===== config.mk =====
export PLATFORM = sky130hd
export DESIGN_NAME = seq_divider_flat
export DESIGN_NICKNAME = d
export VERILOG_FILES = /design/src/rtl/seq_divider_pkg.sv /design/src/rtl/seq_divider_if.sv /design/src/rtl/seq_divider_div_step.sv /design/src/rtl/seq_divider.sv /design/src/flat_wrapper.sv
export SDC_FILE = /design/constraint.sdc
export NUM_CORES = 1
export LEC_CHECK = 0
export CAP_MARGIN = 20
export CELL_PAD_IN_SITES_DETAIL_PLACEMENT = 1
export CELL_PAD_IN_SITES_GLOBAL_PLACEMENT = 1
export CORE_MARGIN = 8
export CORE_UTILIZATION = 44
export DETAILED_ROUTE_END_ITERATION = 10
export PLACE_DENSITY_LB_ADDON = 0.1
export SYNTH_ARGS = -nofsm -noshare
export SYNTH_HDL_FRONTEND = slang
export SYNTH_HIERARCHICAL = 1
export SYNTH_SLANG_ARGS = --single-unit

===== constraint.sdc =====
create_clock -name clk -period 5.15 [get_ports clk]
set_clock_uncertainty 0.1 [all_clocks]
set_input_delay 0.7725 -clock clk [delete_from_list [all_inputs] [get_ports clk]]
set_output_delay 0.7725 -clock clk [all_outputs]
set_load 0.005 [all_outputs]

===== src/rtl/seq_divider_pkg.sv =====
// Shared encodings for the multi-cycle restoring divider.
// Op codes follow RV32M funct3[1:0].
package seq_divider_pkg;
  localparam int DEF_WIDTH = 32;

  typedef logic [1:0] op_t;

  localparam op_t OP_DIV  = 2'b00;
  localparam op_t OP_DIVU = 2'b01;
  localparam op_t OP_REM  = 2'b10;
  localparam op_t OP_REMU = 2'b11;

  localparam logic [1:0] S_IDLE = 2'd0;
  localparam logic [1:0] S_CALC = 2'd1;
  localparam logic [1:0] S_DONE = 2'd2;

  function automatic logic op_signed(op_t op);
    return ~op[0];
  endfunction

  function automatic logic op_is_rem(op_t op);
    return op[1];
  endfunction
endpackage


===== src/rtl/seq_divider_if.sv =====
// Request/response bundle between EX and the divider.
// The core is master; the divider is slave.
interface seq_divider_if
  import seq_divider_pkg::*;
#(
  parameter int WIDTH = DEF_WIDTH
);
  logic             start;
  logic             flush;
  op_t              op;
  logic [WIDTH-1:0] dividend;
  logic [WIDTH-1:0] divisor;
  logic             busy;
  logic             done;
  logic [WIDTH-1:0] result;

  modport master (
    output start, flush, op, dividend, divisor,
    input  busy, done, result
  );

  modport slave (
    input  start, flush, op, dividend, divisor,
    output busy, done, result
  );
endinterface


===== src/rtl/seq_divider_div_step.sv =====
// One restoring step: subtract divisor from the shifted
// partial remainder on WIDTH+1 bits, restore on borrow.
module div_step #(
  parameter int WIDTH = 32
) (
  input  logic [WIDTH-1:0] i_rem,
  input  logic             i_msb,
  input  logic [WIDTH-1:0] i_dvs,
  output logic [WIDTH-1:0] o_rem,
  output logic             o_qbit
);
  logic [WIDTH+1:0] w_diff;
  logic             w_unused_top;

  assign w_diff = {1'b0, i_rem, i_msb} - {2'b00, i_dvs};
  assign o_qbit = ~w_diff[WIDTH+1];

  // A kept difference is below the divisor, so bit WIDTH is zero.
  assign w_unused_top = w_diff[WIDTH];

  assign o_rem = o_qbit ? w_diff[WIDTH-1:0]
                        : {i_rem[WIDTH-2:0], i_msb};
endmodule


===== src/rtl/seq_divider.sv =====
// Multi-cycle restoring divider for DIV/DIVU/REM/REMU.
// One quotient bit per cycle, fixed latency WIDTH+1.
module seq_divider
  import seq_divider_pkg::*;
#(
  parameter int WIDTH = DEF_WIDTH
) (
  input logic         clk,
  input logic         rst,
  seq_divider_if.slave bus
);
  localparam int CW = $clog2(WIDTH) + 1;

  logic [1:0]       r_state;
  logic [CW-1:0]    r_cnt;
  logic [WIDTH-1:0] r_rem;
  logic [WIDTH-1:0] r_quo;
  logic [WIDTH-1:0] r_dvs;
  logic             r_is_rem;
  logic             r_neg_q;
  logic             r_neg_r;
  logic             r_dz;
  logic [WIDTH-1:0] r_pend;
  logic [WIDTH-1:0] r_result;

  logic             w_accept;
  logic             w_sgn;
  logic             w_neg_a;
  logic             w_neg_b;
  logic [WIDTH-1:0] w_abs_a;
  logic [WIDTH-1:0] w_abs_b;
  logic [WIDTH-1:0] w_rem_nx;
  logic             w_qbit;
  logic [WIDTH-1:0] w_quo_nx;
  logic             w_last;
  logic [WIDTH-1:0] w_q_fix;
  logic [WIDTH-1:0] w_r_fix;
  logic [WIDTH-1:0] w_fix;

  assign w_accept = (r_state == S_IDLE) & bus.start
                  & ~bus.flush;
  assign w_sgn    = op_signed(bus.op);
  assign w_neg_a  = w_sgn & bus.dividend[WIDTH-1];
  assign w_neg_b  = w_sgn & bus.divisor[WIDTH-1];
  assign w_abs_a  = w_neg_a ? -bus.dividend : bus.dividend;
  assign w_abs_b  = w_neg_b ? -bus.divisor : bus.divisor;

  div_step #(.WIDTH(WIDTH)) u_step (
    .i_rem  (r_rem),
    .i_msb  (r_quo[WIDTH-1]),
    .i_dvs  (r_dvs),
    .o_rem  (w_rem_nx),
    .o_qbit (w_qbit)
  );

  assign w_quo_nx = {r_quo[WIDTH-2:0], w_qbit};
  assign w_last   = (r_cnt == CW'(WIDTH - 1));

  // Zero divisor: remainder re-signs to the original dividend.
  always_comb begin
    w_q_fix = r_neg_q ? -w_quo_nx : w_quo_nx;
    if (r_dz) w_q_fix = '1;
    w_r_fix = r_neg_r ? -w_rem_nx : w_rem_nx;
    w_fix   = r_is_rem ? w_r_fix : w_q_fix;
  end

  always_ff @(posedge clk) begin
    if (rst) begin
      r_state  <= S_IDLE;
      r_cnt    <= '0;
      r_rem    <= '0;
      r_quo    <= '0;
      r_dvs    <= '0;
      r_is_rem <= 1'b0;
      r_neg_q  <= 1'b0;
      r_neg_r  <= 1'b0;
      r_dz     <= 1'b0;
      r_pend   <= '0;
      r_result <= '0;
    end else begin
      unique case (r_state)
        S_IDLE: begin
          if (w_accept) begin
            r_state  <= S_CALC;
            r_cnt    <= '0;
            r_rem    <= '0;
            r_quo    <= w_abs_a;
            r_dvs    <= w_abs_b;
            r_is_rem <= op_is_rem(bus.op);
            r_neg_q  <= w_neg_a ^ w_neg_b;
            r_neg_r  <= w_neg_a;
            r_dz     <= (bus.divisor == '0);
          end
        end
        S_CALC: begin
          if (bus.flush) begin
            r_state <= S_IDLE;
          end else begin
            r_rem <= w_rem_nx;
            r_quo <= w_quo_nx;
            if (w_last) begin
              r_pend  <= w_fix;
              r_state <= S_DONE;
            end else begin
              r_cnt <= r_cnt + 1'b1;
            end
          end
        end
        S_DONE: begin
          r_state <= S_IDLE;
          if (!bus.flush) r_result <= r_pend;
        end
        default: r_state <= S_IDLE;
      endcase
    end
  end

  // A flush in the DONE cycle hides the pending result.
  assign bus.busy   = (r_state != S_IDLE);
  assign bus.done   = (r_state == S_DONE) & ~bus.flush;
  assign bus.result = bus.done ? r_pend : r_result;
endmodule


===== src/flat_wrapper.sv =====
// flat-port wrapper written by rule: the top's interface ports become plain ports
module seq_divider_flat import seq_divider_pkg::*;
#(
  parameter int WIDTH = DEF_WIDTH
)
  (clk, rst, bus_start, bus_flush, bus_op, bus_dividend, bus_divisor, bus_busy, bus_done, bus_result);
  seq_divider_if #(.WIDTH(WIDTH)) bus_i ();
  input logic clk;
  input logic rst;
  input wire logic [$bits(bus_i.start)-1:0] bus_start;
  input wire logic [$bits(bus_i.flush)-1:0] bus_flush;
  input wire logic [$bits(bus_i.op)-1:0] bus_op;
  input wire logic [$bits(bus_i.dividend)-1:0] bus_dividend;
  input wire logic [$bits(bus_i.divisor)-1:0] bus_divisor;
  output wire logic [$bits(bus_i.busy)-1:0] bus_busy;
  output wire logic [$bits(bus_i.done)-1:0] bus_done;
  output wire logic [$bits(bus_i.result)-1:0] bus_result;
  assign bus_i.start = bus_start;
  assign bus_i.flush = bus_flush;
  assign bus_i.op = bus_op;
  assign bus_i.dividend = bus_dividend;
  assign bus_i.divisor = bus_divisor;
  assign bus_busy = bus_i.busy;
  assign bus_done = bus_i.done;
  assign bus_result = bus_i.result;
  seq_divider #(.WIDTH(WIDTH)) u_core (.clk(clk), .rst(rst), .bus(bus_i));
endmodule

# --- Yosys cells after proc, flatten, opt, wreduce, memory -nomap -nowiden ---
# Index checks and enable logic that the tools add are counted.
op_classes:
  mux: 22
  addsub: 6
  n_eq_ne: 7
  n_reduce_logical: 10
  bitwise: 9
op_table:
  columns: ["cell", "count"]
  rows:
  - ["32-bit two-way mux", 12]
  - ["32-bit negator", 4]
  - ["32-bit one-hot mux with 2 select lines", 2]
  - ["33-bit by 32-bit subtractor with 34-bit output", 1]
  - ["32-bit zero test", 1]
  - ["6-bit two-way mux", 3]
  - ["6-bit one-hot mux with 2 select lines", 1]
  - ["6-bit by 1-bit adder with 6-bit output (second input constant)", 1]
  - ["6-bit by 5-bit == test with 1-bit output (second input constant)", 1]
  - ["2-bit two-way mux", 3]
  - ["2-bit AND reduction", 3]
  - ["3-bit AND reduction", 2]
  - ["1-bit bitwise AND", 5]
  - ["2-bit inequality test (second input constant)", 2]
  - ["2-bit one-hot mux with 2 select lines", 1]
  - ["4-bit AND reduction", 1]
  - ["2-bit nonzero test", 2]
  - ["3-bit by 2-bit inequality test with 1-bit output (second input constant)", 1]
  - ["1-bit NOT", 3]
  - ["2-bit by 1-bit == test with 1-bit output (second input constant)", 1]
  - ["2-bit == test (second input constant)", 1]
  - ["2-bit zero test", 1]
  - ["2-bit by 1-bit inequality test with 1-bit output (second input constant)", 1]
  - ["1-bit bitwise XOR", 1]
word_totals:
  register_bits: 172

# --- Longest topological paths before layout ---
depth:
  word_depth: 6
  depth_mapped: 20

# --- Cells and area by module ---
# The synthesis kept the hierarchy.
modules_own_cells:
  columns: ["module", "cells_per_inst", "seq_area_each_um2", "area_each_um2", "n_inst"]
  rows:
  - ["seq_divider", 1181, 3443.3, 9704.3, 1]
  - ["div_step", 372, 0.0, 2373.5, 1]

# --- Worst setup path after synthesis ---
# No wires, ideal clock.
synth_timing:
  path_type: "reg-to-reg"
  startpoint: "register u_core.r_dvs[1]"
  endpoint: "register u_core.r_pend[26]"
  n_path_buf: 1
  path_stages_with_launch: 18
  required_time_ns: 4.991
  t_arrival_ns: 3.955
  path_slack_ns: 1.035
  synth_period_minus_slack_ns: 4.115
  setup_time_ns: 0.059
  path_cell_list: "dfxtp_1 -> inv_1 -> ha_1 -> nor2b_1 -> o2111a_1 -> o2111ai_2 -> a311oi_2 -> nor3_4 -> buf_4 -> mux2_2 -> inv_1 -> ha_1 -> nor4b_1 -> nand2_1 -> nor4_2 -> nor2_1 -> a2111oi_0 -> a22o_1"
synth_via:
  word_cells_on_any_way: 9
  classes_between: "add/sub (3); mux (5); bitwise (1)"
synth_rtl:
  columns: ["item", "line", "text"]
  rows:
  - ["from (decl)", "seq_divider.sv:18", "logic [WIDTH-1:0] r_dvs;"]
  - ["from (signal assigned)", "seq_divider.sv:88", "r_dvs <= w_abs_b;"]
  - ["33-bit by 32-bit subtractor with 34-bit output", "seq_divider_div_step.sv:15", "assign w_diff = {1'b0, i_rem, i_msb} - {2'b00, i_dvs};"]
  - ["32-bit two-way mux", "seq_divider_div_step.sv:21", "assign o_rem = o_qbit ? w_diff[WIDTH-1:0]"]
  - ["named net u_core.w_rem_nx[1]", "seq_divider.sv:32", "logic [WIDTH-1:0] w_rem_nx;"]
  - ["32-bit negator", "seq_divider.sv:63", "w_r_fix = r_neg_r ? -w_rem_nx : w_rem_nx;"]
  - ["32-bit two-way mux", "seq_divider.sv:63", null]
  - ["32-bit two-way mux", "seq_divider.sv:64", "w_fix = r_is_rem ? w_r_fix : w_q_fix;"]
  - ["to (signal assigned)", "seq_divider.sv:102", "r_pend <= w_fix;"]
  - ["to (decl)", "seq_divider.sv:23", "logic [WIDTH-1:0] r_pend;"]
# The timed path passes the listed nets, and every way through them passes these cells.
# A chain may end at the register's enable or synchronous reset.

# --- Worst setup path in the final report ---
layout_timing:
  startpoint: "register u_core.r_dvs[7]"
  endpoint: "register u_core.r_pend[27]"
layout_via:
  elab_chain_cells: 6
  word_cells_on_any_way: 9
  classes_between: "add/sub (3); mux (5); bitwise (1)"
layout_lines:
  columns: ["item", "line", "text"]
  rows:
  - ["33-bit by 32-bit subtractor with 34-bit output", "seq_divider_div_step.sv:15", null]
  - ["1-bit NOT", "seq_divider_div_step.sv:16", "assign o_qbit = ~w_diff[WIDTH+1];"]
  - ["named net u_core.w_qbit", "seq_divider.sv:33", "logic w_qbit;"]
  - ["32-bit negator", "seq_divider.sv:61", "w_q_fix = r_neg_q ? -w_quo_nx : w_quo_nx;"]
  - ["32-bit two-way mux", "seq_divider.sv:61", null]
  - ["32-bit two-way mux", "seq_divider.sv:62", "if (r_dz) w_q_fix = '1;"]
  - ["32-bit two-way mux", "seq_divider.sv:64", null]
# The timed path passes the listed nets, and every way through them passes these cells.

==> summary.md <==
| Metric | Value |
|---|---|
| Max FO, Critical Path | `11` |
| CTS tree | `yes` |
| WP buf/inv | `3` |
| Rel. slew slack | `26.4%` |
| Remaining DRCs | `0` |
| Cell Chain, Critical Path | `inv_1 -> ha_1 -> nand2_1 -> o21ai_0 -> a21oi_1 -> a311oi_2 -> nor3_4 -> inv_2 -> buf_4 -> mux2_2 -> or4_4 -> or3_4 -> nor3_4 -> and2b_2 -> xnor2_1 -> a31oi_1` |
| Delay-heaviest family, CP | `simple AND/OR/NAND/NOR gates` |
| CTS clk-pin slew, worst paths | `roughly 0.08 ns` |
| P per Cell Area | `~250 mW/mm2` |
| Crit path required time | `5.34 ns` |
| Unique masters post-synth | `92` |
| Setup-failing EPs final | `0` |
| CTS Hold Bufs | `0` |
| Die Y | `182 um` |
| Critical setup path kind | `flip-flop to flip-flop` |
| Initial core utilization | `approximately 45%` |
| WL final | `approximately 42000 um` |
| Post-synth ARST share | `0%` |
| Worst hold start | `u_core/r_pend[5]$_SDFFE_PP0P_` |
| GRT overflow | `0` |
| Clk buf depth | `2` |
| Final Slew Violations | `0` |
| DRT iter0 DRCs | `956` |
| Core area | `roughly 0.027 mm2` |
| Area Growth Syn to Fin | `16.1%` |
| Cell taking the most area after synthesis | `dfxtp_1` |
| RSZ-0062 raised after global routing | `no` |
| Clock sink count | `172` |
| #FFs+latches synth | `172` |
| Largest net degree at the start of global routing | `71` |
| Count leader, synth | `nor2_1` |
| H-Tree Depth | `4` |
| Final Hold Fails | `0` |
| Die X | `roughly 180 um` |
| Critical Path Source | `u_core/r_dvs[7]$_SDFFE_PP0P_` |
| Minimum clock period | `roughly 4.8 ns` |
| Number of cells on the worst hold path | `1` |
| Post-synth top flop | `dfxtp_1` |
| Total leakage power | `5.57 nW` |
| Worst-skew pair later-pin latency | `approximately 0.45 ns` |
| CP arrival | `around 5.0 ns` |
| Synth top area cells | `dfxtp_1, nor2_1, a21oi_1` |
| Port Buf Inserts | `around 100` |
| Number of global-route vias before repair | `~12000` |
| Max cap viols | `0` |
| Fmax achieved | `209 MHz` |
| Top cells by count, synth | `nor2_1, dfxtp_1, a21oi_1, nand2_1, clkbuf_1` |
| CTS Root Cell | `clkbuf_16` |
| Pre-antenna DRT Iters | `5` |
| Post-layout utilization of the core | `a little over half` |
| Setup Total Neg Slack | `0 ns` |
| Placer Congestion | `around 0.9` |
| Die area | `between 0.03 and 0.04 mm2` |
| Vias per cell | `between 6 and 7` |
| GRT Total Usage | `25.2%` |
| IO Pins | `approximately 100` |
| Antenna violations before repair | `0` |
| Post-Synthesis Cells | `between 1500 and 2000` |
| Mean Syn Cell Area | `between 7 and 8 um2` |
| Worst-case vdd ir drop | `between 0.2 and 0.25 mV` |
| Setup crit start kind | `flip-flop` |
| Area of the mapped netlist | `~0.012 mm2` |
| First-pass GRT wire length | `67600 um` |
| Proportion of netlist area held by the largest area contributor | `28.5%` |
| N_diodes | `0` |
| Final ANT Viol Nets | `0` |
| Worst-Margin Slew | `around 1.1 ns` |
| Most Frequent Cell on Critical Path | `nor3_4` |
| Clock buffer count from CTS | `17` |
| Worst setup EP type | `flip-flop` |
| Std-Cell Rows | `60` |
| Cell count along the critical path | `16` |
| Post-synth net total | `1661` |
| Reg2reg path depth | `16` |
| Fin crit share | `approximately 93%` |
| Worst hold path type | `flip-flop to flip-flop` |
| Slowest-stage cell, CP | `or4_4` |
| Final-stage net count | `around 1700` |
| CP peak stage delay | `about 0.52 ns` |
| Number of gates resized after CTS | `0` |
| WL per Instance | `about 21 um` |
| Sequential area share after synthesis | `28.5%` |
| Post-synth EDFFs | `0` |
| # Post-CTS Setup Buffers | `0` |
| Outcome | `finished, final reports clean` |
| Synth warn | `6` |
| Layout cell share with drive strength beyond 1 | `9.56%` |
| FF-to-FF Start | `u_core/r_dvs[7]$_SDFFE_PP0P_` |
| DP HPWL | `about 32000 um` |
| DR vias | `11800` |
-- final timing paths --
path / endpoint / slack [ns]
worst max register to register: u_core/r_pend[27]$_SDFFE_PP0P_ / 0.36
worst min-delay path: u_core/r_pend[5]$_SDFFE_PP0P_ / 0.36
worst max-delay path: u_core/r_pend[27]$_SDFFE_PP0P_ / 0.36
worst min register to register: u_core/r_pend[5]$_SDFFE_PP0P_ / 0.36
-- routing by layer --
metal / GRT usage (%) / share of wire (%) / wire length (um)
met1: 36.6 / 50 / 21200
met2: 38.5 / 44 / 18300
met3: 2.99 / 4.0 / 1690
met4: 7.02 / 2.1 / 865
met5: 0 / 0 / 0
-- cell families (layout without fill, tap and decap cells) --
kind of cell | Yosys count | after routing | share of synthesized area [%]
DFF | 172 | 172 | 28.5
xor gates and xnor gates | 133 | 133 | 9.64
muxes | 43 | 43 | 3.97
and+or+nand+nor | 548 | 548 | 22.7
buffers and inverters | 167 | 235 | 5.66
adders and majority gates | 38 | 38 | 4.00
AOI/OAI and AO/OA | 452 | 452 | 25.6
-- through the flow --
step	worst slack, ns	cell area (um2)	power [mW]	instances	hold WS, ns
floorplan	1.04	12100	1.94	1553	0.310
global placement	0.523	13400	2.20	1930	0.331
global route	0.0819	14000	3.70	1962	0.375
detailed placement	0.458	13400	2.22	1930	0.335
CTS	0.332	14000	3.56	1962	0.360
finish	0.363	14000	3.54	1962	0.355
-- final cells by class --
type | instances | area, um2
multi-input cells | 1214 | 7990
well taps | 341 | 427
inverters | 66 | 248
clock buffers | 17 | 425
flip-flops and latches | 172 | 3440
repair buffers | 137 | 1300
fillers | 3330 | 12900
clock inverters | 15 | 188
-- flip-flops by register name, indices dropped and copies added, names as in the netlist --
name and flops:
u_core/r_is_rem 1, u_core/r_rem 32, u_core/r_dvs 32, u_core/r_neg_r 1, u_core/r_quo 32, u_core/r_state 2
u_core/r_neg_q 1, u_core/r_result 32, u_core/r_dz 1, u_core/r_pend 32, u_core/r_cnt 6
-- layout by cell type, fill, tap and decap left out, types with 9 or more instances in the layout --
master           Yosys  final
clkbuf_16            0     17
a31oi_1             22     22
ha_1                37     37
nand2b_1            19     19
clkdlybuf4s50_1      0    102
xnor2_1             63     63
mux2_2              35     35
nand2_1            115    115
dfxtp_1            172    172
a21oi_1            123    123
a21o_1              28     28
or3_1               14     14
nor3_1              37     35
o21ai_0             70     70
o31ai_1             29     29
nor4_1              12     11
or4_1               10     10
and3_1              39     39
or2_2                9      9
nor2_1             186    184
buf_4                4     34
inv_1               65     65
o41ai_1             17     17
xor2_1              70     70
nor2b_1             38     37
a221oi_1            16     16
nand3_1             22     22
nand4_1             13     13
a211oi_1            42     42
o211ai_1            10     10
-- report_power, final --
part	switching (mW)	internal, mW
clock network	0.672	0.663
logic	0.491	0.292
registers	0.0524	1.37
(Power assumes the default switching activity.)
